### src/rtl/if_fetch_unit.sv
// Instruction fetch stage: issues word fetches on the instruction bus and buffers responses for decode.
// Latency: gnt to instr_value is at least 2 cycles (response registered into the prefetch FIFO, no bypass).
// Backpressure: ready_id low holds the head; issue stops when FIFO occupancy + outstanding reaches FIFO_DEPTH.
module if_fetch_unit #(
    parameter logic [31:0] BOOT_ADDR  = 32'h0000_0080,
    parameter int          FIFO_DEPTH = 3
) (
    input  logic        clk,
    input  logic        reset_n,
    input  logic        stall_F,
    input  logic        flush_F,
    input  logic [31:0] redirect_pc,
    output logic        instr_req,
    output logic [31:0] instr_addr,
    input  logic        instr_gnt,
    input  logic        instr_rvalid,
    input  logic [31:0] instr_rdata,
    input  logic        instr_err,
    input  logic        ready_id,
    output logic        instr_value,
    output logic [31:0] instr_payload,
    output logic [31:0] pc_if,
    output logic        instr_fetch_error
);

    localparam int          PW        = (FIFO_DEPTH > 1) ? $clog2(FIFO_DEPTH) : 1;
    localparam int          CW        = $clog2(FIFO_DEPTH + 2);
    localparam logic [31:0] BOOT_WORD = {BOOT_ADDR[31:2], 2'b00};

    // Fetch-side state
    logic [31:0]   fetch_addr;     // address presented on the bus
    logic [31:0]   redir_addr;     // redirect target parked behind a stalled request
    logic          redir_pend;
    logic          req_held;       // request raised last cycle and not yet granted
    logic          err_halt;
    logic [CW-1:0] outstanding;
    logic [CW-1:0] discard;
    logic [31:0]   resp_pc;        // address of the next response that will be kept

    // Prefetch FIFO
    logic [31:0]   fifo_pc  [FIFO_DEPTH];
    logic [31:0]   fifo_dat [FIFO_DEPTH];
    logic          fifo_err [FIFO_DEPTH];
    logic [PW-1:0] rd_ptr;
    logic [PW-1:0] wr_ptr;
    logic [CW-1:0] fifo_cnt;

    logic          pop;
    logic          push;
    logic          fire;
    logic          req_stall;
    logic          issue_ok;
    logic [CW:0]   credit_use;
    logic [31:0]   redirect_word;
    logic          unused_redirect_bits;

    function automatic logic [PW-1:0] ptr_inc(input logic [PW-1:0] p);
        return (p == PW'(FIFO_DEPTH - 1)) ? '0 : p + PW'(1);
    endfunction

    // Instructions are word aligned; the low redirect bits carry no information
    assign unused_redirect_bits = ^redirect_pc[1:0];
    assign redirect_word        = {redirect_pc[31:2], 2'b00};

    assign pop        = instr_value & ready_id;
    // Credit: entries held + responses still in flight, minus the slot freed this cycle
    assign credit_use = {1'b0, fifo_cnt} + {1'b0, outstanding} - {{CW{1'b0}}, pop};
    assign issue_ok   = reset_n && !stall_F && !err_halt && (credit_use < (CW + 1)'(FIFO_DEPTH));
    // An ungranted request must stay up regardless of stall or flush
    assign instr_req  = req_held | issue_ok;
    assign instr_addr = fetch_addr;
    assign fire       = instr_req & instr_gnt;
    assign req_stall  = instr_req & ~instr_gnt;
    // Responses are dropped while discarding older-stream data or during the flush cycle itself
    assign push       = instr_rvalid && (discard == '0) && !flush_F;

    assign instr_value       = (fifo_cnt != '0);
    assign pc_if             = fifo_pc[rd_ptr];
    assign instr_payload     = fifo_dat[rd_ptr];
    assign instr_fetch_error = fifo_err[rd_ptr];

    // Bus address phase: hold an ungranted request, advance on grant, apply redirects after any held request
    always_ff @(posedge clk or negedge reset_n) begin
        if (!reset_n) begin
            fetch_addr <= BOOT_WORD;
            redir_addr <= BOOT_WORD;
            redir_pend <= 1'b0;
            req_held   <= 1'b0;
        end else begin
            req_held <= req_stall;
            if (fire) begin
                if (flush_F) begin
                    fetch_addr <= redirect_word;
                end else if (redir_pend) begin
                    fetch_addr <= redir_addr;
                end else begin
                    fetch_addr <= fetch_addr + 32'd4;
                end
                redir_pend <= 1'b0;
            end else if (flush_F) begin
                if (req_stall) begin
                    redir_addr <= redirect_word;
                    redir_pend <= 1'b1;
                end else begin
                    fetch_addr <= redirect_word;
                    redir_pend <= 1'b0;
                end
            end
        end
    end

    // In-flight bookkeeping: outstanding responses, stale responses to drop, and the halt after a bus error
    always_ff @(posedge clk or negedge reset_n) begin
        if (!reset_n) begin
            outstanding <= '0;
            discard     <= '0;
            err_halt    <= 1'b0;
            resp_pc     <= BOOT_WORD;
        end else begin
            outstanding <= outstanding + CW'(fire) - CW'(instr_rvalid);
            if (flush_F) begin
                // Everything not yet returned, including a still-ungranted request, belongs to the old stream
                discard  <= outstanding + CW'(fire) - CW'(instr_rvalid) + CW'(req_stall);
                err_halt <= 1'b0;
                resp_pc  <= redirect_word;
            end else begin
                if (instr_rvalid && (discard != '0)) begin
                    discard <= discard - CW'(1);
                end
                if (push) begin
                    resp_pc <= resp_pc + 32'd4;
                    if (instr_err) begin
                        err_halt <= 1'b1;
                    end
                end
            end
        end
    end

    // FIFO pointers and occupancy; a flush empties the queue
    always_ff @(posedge clk or negedge reset_n) begin
        if (!reset_n) begin
            rd_ptr   <= '0;
            wr_ptr   <= '0;
            fifo_cnt <= '0;
        end else if (flush_F) begin
            rd_ptr   <= '0;
            wr_ptr   <= '0;
            fifo_cnt <= '0;
        end else begin
            if (push) begin
                wr_ptr <= ptr_inc(wr_ptr);
            end
            if (pop) begin
                rd_ptr <= ptr_inc(rd_ptr);
            end
            fifo_cnt <= fifo_cnt + CW'(push) - CW'(pop);
        end
    end

    // FIFO storage; reset leaves the head showing the boot address with a zero payload
    always_ff @(posedge clk or negedge reset_n) begin
        if (!reset_n) begin
            for (int i = 0; i < FIFO_DEPTH; i++) begin
                fifo_pc[i]  <= BOOT_WORD;
                fifo_dat[i] <= '0;
                fifo_err[i] <= 1'b0;
            end
        end else if (push) begin
            fifo_pc[wr_ptr]  <= resp_pc;
            fifo_dat[wr_ptr] <= instr_rdata;
            fifo_err[wr_ptr] <= instr_err;
        end
    end

    // A push into a full FIFO without a pop means the credit accounting is broken
    assert property (@(posedge clk) disable iff (!reset_n)
        !(push && !pop && (fifo_cnt == CW'(FIFO_DEPTH))));

endmodule

### config.mk
export PLATFORM = sky130hd
export DESIGN_NAME = if_fetch_unit
export DESIGN_NICKNAME = d
export VERILOG_FILES = /design/src/rtl/if_fetch_unit.sv
export SDC_FILE = /design/constraint.sdc
export NUM_CORES = 1
export LEC_CHECK = 0
export ABC_AREA = 0
export BUFFER_PORTS_ARGS = -buffer_cell sky130_fd_sc_hd__buf_4
export CELL_PAD_IN_SITES_DETAIL_PLACEMENT = 0
export CELL_PAD_IN_SITES_GLOBAL_PLACEMENT = 2
export CORE_ASPECT_RATIO = 1.1
export CORE_MARGIN = 5
export CORE_UTILIZATION = 42
export DETAILED_ROUTE_END_ITERATION = 10
export PLACE_DENSITY_LB_ADDON = 0.1
export SLEW_MARGIN = 30
export SYNTH_ARGS = -nofsm -noshare
export SYNTH_HDL_FRONTEND = slang
export SYNTH_SLANG_ARGS = --single-unit
### constraint.sdc
create_clock -name clk -period 12.85 [get_ports clk]
set_clock_uncertainty 0.1 [all_clocks]
set_input_delay 2.57 -clock clk [delete_from_list [all_inputs] [get_ports clk]]
set_output_delay 2.57 -clock clk [all_outputs]
set_load 0.01 [all_outputs]
==> results of run 1 <==
[power by group]
| part | internal [W] | switching (W) | leakage [nW] |
|---|---|---|---|
| Clock | 0.000581 | 0.000381 | 0.547 |
| Sequential | 0.00122 | 0.000240 | 3.79 |
| Combinational | 0.000716 | 0.000750 | 3.45 |
| Total | 0.00252 | 0.00137 | 7.78 |
[cell type report]
type | count | share of cell area [%]
inverter | 36 | 0.784
tap | 438 | 3.18
clock inverter | 9 | 0.638
timing repair buffer | 178 | 8.02
multi-input combinational | 864 | 38.7
clock buffer | 53 | 5.83
sequential | 295 | 42.9
[layout by cell type (no fill, tap or decap), types with 13 or more instances in the layout]
| master | n |
|---|---|
| sky130_fd_sc_hd__dfrtp_1 | 287 |
| sky130_fd_sc_hd__mux2_2 | 204 |
| sky130_fd_sc_hd__buf_4 | 173 |
| sky130_fd_sc_hd__nand2_1 | 120 |
| sky130_fd_sc_hd__o21ai_0 | 105 |
| sky130_fd_sc_hd__mux2i_1 | 69 |
| sky130_fd_sc_hd__nor2_1 | 45 |
| sky130_fd_sc_hd__clkbuf_16 | 36 |
| sky130_fd_sc_hd__inv_1 | 34 |
| sky130_fd_sc_hd__nand3_1 | 29 |
| sky130_fd_sc_hd__xnor2_1 | 23 |
| sky130_fd_sc_hd__nand4_1 | 20 |
| sky130_fd_sc_hd__nor3_1 | 16 |
| sky130_fd_sc_hd__ha_1 | 16 |
| sky130_fd_sc_hd__a31oi_1 | 15 |
| sky130_fd_sc_hd__a21oi_1 | 14 |
| sky130_fd_sc_hd__or3_1 | 13 |
| sky130_fd_sc_hd__mux2_1 | 13 |
| sky130_fd_sc_hd__clkbuf_1 | 13 |
[worst max-delay path, stage by stage]
cell	delay, ns
sky130_fd_sc_hd__buf_4	0.11
sky130_fd_sc_hd__nand2_1	0.14
sky130_fd_sc_hd__inv_1	0.10
sky130_fd_sc_hd__ha_1	0.27
sky130_fd_sc_hd__inv_1	0.06
sky130_fd_sc_hd__ha_1	0.16
sky130_fd_sc_hd__inv_1	0.05
sky130_fd_sc_hd__fa_1	0.37
sky130_fd_sc_hd__xnor2_1	0.17
sky130_fd_sc_hd__a32oi_2	0.35
sky130_fd_sc_hd__nand3_1	0.18
sky130_fd_sc_hd__inv_1	0.33
sky130_fd_sc_hd__buf_4	0.20
[metal layers]
layer / track usage (%) / wire length [µm] / vias up
met5: 0 / 0 / -
met4: 4.23 / 600 / 0
met3: 3.07 / 1610 / 44
met2: 32.5 / 17600 / 228
met1: 26.1 / 17100 / 5127
li1: - / - / 4879
[final timing paths]
kind	slack [ns]	depth (start not counted)	to	startpoint
max in group asynchronous	9.37	3	fifo_dat[28]$_DFFE_PN0P_	reset_n
min	0.38	2	fifo_pc[50]$_DFFE_PN0P_	fifo_pc[50]$_DFFE_PN0P_
max	5.11	13	instr_req	ready_id
max reg2reg	8.09	19	discard[2]$_DFFE_PN0P_	fifo_cnt[0]$_DFF_PN0_
min in group asynchronous	1.94	1	fifo_dat[89]$_DFFE_PN0P_	reset_n
min reg2reg	0.38	2	fifo_pc[50]$_DFFE_PN0P_	fifo_pc[50]$_DFFE_PN0P_
[cell usage after synthesis (9+ instances only)]
library cell / number / area share [%]
sky130_fd_sc_hd__mux2_1: 13 / 1.0
sky130_fd_sc_hd__mux2i_1: 69 / 4.8
sky130_fd_sc_hd__xor2_1: 11 / 0.66
sky130_fd_sc_hd__and3_1: 9 / 0.39
sky130_fd_sc_hd__nand4_1: 20 / 0.86
sky130_fd_sc_hd__o21ai_0: 106 / 3.7
sky130_fd_sc_hd__or3_1: 13 / 0.56
sky130_fd_sc_hd__nand2_1: 122 / 3.2
sky130_fd_sc_hd__a21oi_1: 14 / 0.48
sky130_fd_sc_hd__nand3_1: 29 / 1.0
sky130_fd_sc_hd__nor3_1: 16 / 0.55
sky130_fd_sc_hd__a31oi_1: 15 / 0.65
sky130_fd_sc_hd__xnor2_1: 23 / 1.4
sky130_fd_sc_hd__buf_2: 31 / 1.1
sky130_fd_sc_hd__dfrtp_1: 289 / 50
sky130_fd_sc_hd__clkbuf_1: 44 / 1.1
sky130_fd_sc_hd__ha_1: 16 / 1.4
sky130_fd_sc_hd__nor4_1: 14 / 0.60
sky130_fd_sc_hd__nor2_1: 45 / 1.2
sky130_fd_sc_hd__mux2_2: 204 / 16
sky130_fd_sc_hd__inv_1: 35 / 0.90
[sequential cells by signal, indices dropped and copies added (netlist names)]
name         count
fifo_dat        96
fifo_pc         90
instr_addr      30
redir_addr      30
resp_pc         30
discard          3
fifo_cnt         3
fifo_err         3
outstanding      3
rd_ptr           2
wr_ptr           2
err_halt         1
redir_pend       1
req_held         1
[stage by stage]
step | std cells | area (µm²) | setup slack, ns | hold slack [ns]
2_1_floorplan | 1278 | 14500 | 5.62 | 0.350
3_3_place_gp | 1809 | 16100 | 5.17 | 0.366
3_5_place_dp | 1810 | 16100 | 5.15 | 0.374
4_1_cts | 1872 | 17200 | 5.14 | 0.386
5_1_grt | 1873 | 17200 | 4.91 | 0.392
6_report | 1873 | 17200 | 5.11 | 0.381
[logic make-up after synthesis]
| family | count (synthesis) | share of synthesized area, % |
|---|---|---|
| buffers and inverters | 119 | 3.52 |
| adders and majority gates | 19 | 1.79 |
| muxes | 286 | 21.6 |
| DFF | 295 | 50.9 |
| xor gates and xnor gates | 34 | 2.05 |
| and+or+nand+nor | 308 | 10.6 |
| other | 1 | 0.0258 |
| AOI/OAI and AO/OA | 213 | 9.55 |
==> results.txt, run 1 <==
* Antenna violations before repair: 0
- DPL Wire Length: 23.6 mm
- Routed length per placed instance: around 20 µm
- The clock passes through at most 3 buffers.
- Tightest Hold Check Type: register to register
- Detailed-route wire length: 36.9 mm
- Number of nets at the end of the flow: approximately 1500
* Via count of the first global-routing pass: 10632
- The count of final max-slew check failures came to 0.
- The number of antenna diodes in the final layout is 0.
- The tree built by TritonCTS fans out to 295 sinks.
- For this run, design rule violations remaining after detail routing come to 0.
* Synth Register Bits: 295
* Post-CTS setup repair buffer count: 0
- Power density over the cells: 226 nW/µm²
* Primary flip-flop cell chosen by synthesis mapping: sky130_fd_sc_hd__dfrtp_1
- Crit path arrival time: 5.07 ns
- Pin placement for this block handled 171 I/O pins.
* Count of standard-cell rows: 71
- Clock-pin slew was measured on the worst setup and hold paths at 0.05 ns.
- Register cell area after layout: around 7400 µm²
- Die span in x: 187 µm
- Placer Congestion: 0.777
- Of the synthesized area, sequential elements account for 50.9%.
* Global-route usage over all layers: 19.1%
* Area taken by multi-input logic gates: ~6700 µm²
- The tool flagged a number of max-cap violations equal to 0.
* Layout cells sized above 1: roughly 33%
- Cells fill 50.4% of the core in the end.
* Unrepaired setup endpoints after global routing: false
- Initial core utilization: 42.5%
* Post-CTS resize count: 0
- The die is roughly 210 µm tall.
- Filler Cells Inserted: slightly above 3000
- Final setup violation count: 0
- The later pin in the worst-skew pair is clocked with a latency of slightly above 0.5 ns.
* Max Fanout on Critical Path: 11
- Number of buffer cells added on primary ports: 164
- Count of vias placed by the detailed router: about 10000
- Synthesis-to-finish area growth: 18.8%
- Entering global routing, the biggest net connects 161 pins.
* Required time of the worst setup path: roughly 10 ns
- Clock tree synthesis selected as its root buffer the cell sky130_fd_sc_hd__clkbuf_16.
* Synthesis Warnings: 0
* Final hold violation count: 0
- After synthesis the cells add up to 14500 µm².
- The first global-routing pass estimated 59.6 mm of wire.
- Number of buffers inserted by hold repair at cts: 0
* Clock period minus worst slack: between 7 and 8 ns
- Design Power: 0.00389 W
* Leakage Power: 7.78 nW
* EDFF count, synth: 0
* Max rail drop VDD: between 0.0001 and 0.00015 V
* Area enclosed by the die boundary: 38400 µm²
* First-iteration detailed-routing DRC count: roughly 580
- TritonCTS clock tree: done
- The netlist uses 79 different library cells.
- Counting every instance in the synthesized netlist gives 1275.
- The region available for standard cell placement spans 34200 µm².
- H-tree depth reported by CTS: 2
- TritonCTS buffer count: 35
- Worst slew pin tran: 0.944 ns
* Synth async-reset ratio: 100%
- The count of nets left with antenna violations once routing finished came out at 0.
- In the finished design, the share of the clock period the worst path needs comes to 60.2%.
- The flow ran to the end, and the final reports show no timing, DRC or antenna violations.
- The worst setup path is launched from an input pin.
- Detailed-router iteration count before antenna repair: 5
- Final-layout setup total negative slack: 0 ns
* Worst Setup End Kind: output port
- Each instance of the synthesized netlist takes up on average 11.4 µm².
- After global routing the overflow that remains totals 0.
- Crit Path Class: input pin to output port
- Measured against its own limit, the worst slew margin works out to 37.1%.
- F_max: 129 MHz
* Number of vias per cell: 5.49
(Power assumes the default switching activity.)
==> run 2: changes to the inputs <==
--- a/config.mk
+++ b/config.mk
@@ -5,13 +5,13 @@
 export SDC_FILE = /design/constraint.sdc
 export NUM_CORES = 1
 export LEC_CHECK = 0
-export ABC_AREA = 0
+export ABC_AREA = 1
 export BUFFER_PORTS_ARGS = -buffer_cell sky130_fd_sc_hd__buf_4
 export CELL_PAD_IN_SITES_DETAIL_PLACEMENT = 0
 export CELL_PAD_IN_SITES_GLOBAL_PLACEMENT = 2
 export CORE_ASPECT_RATIO = 1.1
 export CORE_MARGIN = 5
-export CORE_UTILIZATION = 42
+export CORE_UTILIZATION = 35
 export DETAILED_ROUTE_END_ITERATION = 10
 export PLACE_DENSITY_LB_ADDON = 0.1
 export SLEW_MARGIN = 30
==> constraint.sdc (replaced) <==
create_clock -name clk -period 8 [get_ports clk]
set_clock_uncertainty 0.1 [all_clocks]
set_input_delay 1.6 -clock clk [delete_from_list [all_inputs] [get_ports clk]]
set_output_delay 1.6 -clock clk [all_outputs]
set_load 0.01 [all_outputs]
==> results.txt, run 2 <==
- Run status: complete, no violations
- Setup slack on the critical path of the routed design comes to around 2.6 ns.
- Wires add up to around 46 mm.
- Measured against its own limit, the worst slew margin works out to a little under two fifths.
- The critical path in this run is classified as input pin to output port.
* Number of vias per cell: 4.85
* Dominant delay contributor by cell family on the critical path: adder cells
- Met1 demand-to-capacity share in global routing: 28.0%
* Layout cells sized above 1: 13.7%
- Based on the critical path, the design can be clocked at up to 187 MHz.
* Area fraction of the dominant cell type after synthesis: 48.8%
* R2R Path Start: fifo_cnt[1]$_DFF_PN0_
- Routed length per placed instance: ~18 µm
* Most common cell on crit path: sky130_fd_sc_hd__inv_1
- Number of max-cap violations: 0
- Counting every instance in the synthesized netlist gives 1881.
- Crit path arrival time: 3.65 ns
- For this run, the detailed router's first-pass iteration total came to 5.
- The initial antenna violation count came to 0.
- EDFF count, synth: 0
- H-tree depth reported by CTS: 2
- Worst Setup End Kind: output port
* Number of nets at the end of the flow: 2096
- Of the total synthesized cell area, the portion taken by AND, OR, NAND and NOR gates is 25.8%.
- Number of routed nets with antenna violations: 0
- Unrepaired setup endpoints after global routing: false
* Maximum number of pins on one net before global-route repair: ~130
- In the global route stage, overall resource usage came out at between 20% and 30%.
* Largest family of logic cells by synthesized area: simple AND/OR/NAND/NOR gates
- The register with the most flip-flops in the layout has 96 of them.
- Leaving out fill and tap cells, the most frequent cells in the layout are sky130_fd_sc_hd__nand2_1, sky130_fd_sc_hd__dfrtp_1, sky130_fd_sc_hd__buf_4, sky130_fd_sc_hd__inv_1, sky130_fd_sc_hd__o21ai_0.
* First-pass GRT wire length: 73.7 mm
- CTS root buffer: sky130_fd_sc_hd__clkbuf_16
- The HPWL after detailed placement is 30.2 mm.
- In the global route stage, met3 resource usage came out at 3.40%.
- Biggest area consumer among synthesized cells: sky130_fd_sc_hd__dfrtp_1
- For this run, the leading register cell type out of synthesis is sky130_fd_sc_hd__dfrtp_1.
- Synth Area in Adders: 1.76%
- Area enclosed by the die boundary: 46500 µm²
* Drt drc: 0
- met2 is the most crowded layer.
* Fin. max-slew vios: 0
- Once the clock tree was built, the setup fixing pass inserted 0 buffers.
* Mapped Area: 14800 µm²
- Multiplexer cells account for 0.203% of the synthesized area.
- The worst register-to-register path has a setup slack of 3.72 ns.
- The number of global-route vias before repair is 12598.
* Library cell with the highest instance count after synthesis: sky130_fd_sc_hd__nand2_1
- Summing the areas of all compound-gate instances in the mapped netlist gives 13.5% of the synthesized area.
* Synthesis Warnings: 0
- Tightest Hold Check Type: register to register
* Area contributors post-synth: sky130_fd_sc_hd__dfrtp_1, sky130_fd_sc_hd__nand2_1, sky130_fd_sc_hd__o21ai_0, sky130_fd_sc_hd__inv_1, sky130_fd_sc_hd__a22oi_1
- Synthesis inferred 295 register bits.
- Max Fanout on Critical Path: 9
- From left edge to right edge, the die measures 206 µm.
- Max rail drop VDD: 0.000167 V
- The number of antenna diodes in the final layout is 0.
* Required time of the worst setup path: 6.30 ns
* Total buffers and inverters traversed by the critical path: 6
- Average cell area after synthesis: between 7 and 8 µm²
- Power spread over the standard cell area amounts to 356 nW/µm².
- First-iteration detailed-routing DRC count: about 770
* Top post-synthesis cells by count: sky130_fd_sc_hd__nand2_1, sky130_fd_sc_hd__dfrtp_1, sky130_fd_sc_hd__inv_1
- Global routing consumed, on the met2 layer, 33.1% of the routing resources.
- Worst slew pin tran: 0.926 ns
- The initialized floorplan defines between 70 and 80 standard-cell rows.
- Placer Congestion: 0.836
- Leakage Power: about 8.7 nW
- Clk_lat worst skew: 0.54 ns
* Post-CTS resize count: 0
* Part of the Yosys area used for sequential elements: 49.9%
* Count of vias placed by the detailed router: 12613
- Largest registers: fifo_dat (96), fifo_pc (90)
- Total I/O pin count: 171
* Hold path startpoint: redir_addr[7]$_DFFE_PN1P_
- Synth async-reset ratio: 100%
* Area taken by multi-input logic gates: 6360 µm²
- Final-layout setup total negative slack: 0 ns
* TritonCTS clock tree: done
- Leading cell type in the layout, fill and taps excluded: sky130_fd_sc_hd__nand2_1
* Launch point of the critical path: ready_id
* Final setup violation count: 0
* # clock sinks: 295
* Category of the worst setup path launch point: input pin
* Library cells used by synthesis: 43
- fifo_dat holds more flip-flops than any other register.
- Fill cells in the final layout number 4488.
* Clock buffer depth: 3
- Critical-path cell list: buf_4, nand2_1, inv_1, ha_1, inv_1, ha_1, inv_1, fa_1, inv_1, nand2_1, nand3_1, nor2_1, nand3_1, nand2_2, buf_4
* Core ar.: roughly 42000 µm²
- Across the whole layout, storage elements account for 7390 µm².
- The initial utilization of the core area, before any placement, comes to roughly a third.
- Buffers inserted during clock tree synthesis total 37.
- The total overflow left after global routing is 0.
- In this run the vertical extent of the chip is 226 µm.
- Prior to clock tree synthesis, the placed netlist has a worst setup slack of around 2.6 ns.
- The final critical path takes up between 60% and 70% of the cycle.
* Slowest cell on crit path: sky130_fd_sc_hd__fa_1
- Post-synthesis share of cell area spent on xor and xnor gates: 1.42%
* Worst stage delay on the critical path: 0.47 ns
* Clock period minus worst slack: 5.35 ns
* Post-layout util: 41.9%
* Number of buffer cells added on primary ports: 164
- Final hold violation count: 0
- The area growth from synthesis to layout is 19.0%.
* Number of buffers inserted by hold repair at cts: 0
- CTS clk-pin slew, worst paths: 0.06 ns
[run 2: cells by family (layout without fill, tap and decap cells)]
group                      after synthesis  count (layout)
and+or+nand+nor                        942             942
xor gates and xnor gates                24              24
buffers and inverters                  248             395
AOI/OAI and AO/OA                      349             349
muxes                                    3               3
adders and majority gates               19              19
DFF                                    295             295
other                                    1               4
[run 2: report_power, final]
| group | leakage, nW | switching [W] | internal (W) |
|---|---|---|---|
| clock network | 0.615 | 0.000662 | 0.00103 |
| logic | 4.25 | 0.00140 | 0.000923 |
| registers | 3.84 | 0.000351 | 0.00191 |
[run 2: worst paths after layout]
path / end / cells past startpoint
setup / recovery: instr_req / 15
hold / removal: redir_addr[7]$_DFFE_PN1P_ / 2
setup reg to reg: discard[1]$_DFFE_PN0P_ / 22
hold reg to reg: redir_addr[7]$_DFFE_PN1P_ / 2
max in group asynchronous: instr_addr[19]$_DFFE_PN0P_ / 2
min in group asynchronous: fifo_dat[20]$_DFFE_PN0P_ / 1
[run 2: final cells by class]
type | instances | area share, %
inverters | 153 | 3.27
flip-flops and latches | 295 | 41.9
well taps | 567 | 4.03
clock inverters | 14 | 0.902
repair buffers | 177 | 7.75
multi-input cells | 1341 | 36.1
clock buffers | 51 | 6.06
[run 2: stage by stage]
step	cells	total power, W	hold WS [ns]	area, µm²
2_1_floorplan	1884	0.00363	0.342	14800
6_report	2598	0.00627	0.373	17600
4_1_cts	2597	0.00638	0.376	17600
3_5_place_dp	2532	0.00464	0.362	16400
5_1_grt	2598	0.00678	0.393	17600
3_3_place_gp	2532	0.00461	0.355	16400
[run 2: routing by layer]
metal  vias to the layer above  part of all wire [%]  routed length, µm
met5                         -                     0                  0
met4                         0                   1.8                827
met3                        56                   4.2               1940
met2                       251                    47              21800
met1                      5974                    47              21800
li1                       6332                     -                  -
[run 2: worst register-to-register path: cells and delay by family (launching register included)]
kind,cells,cell delay (ns)
flops,1,0.40
compound gates,1,0.28
simple gates,9,0.95
fa+ha+maj,7,2.17
buf+inv,5,0.28
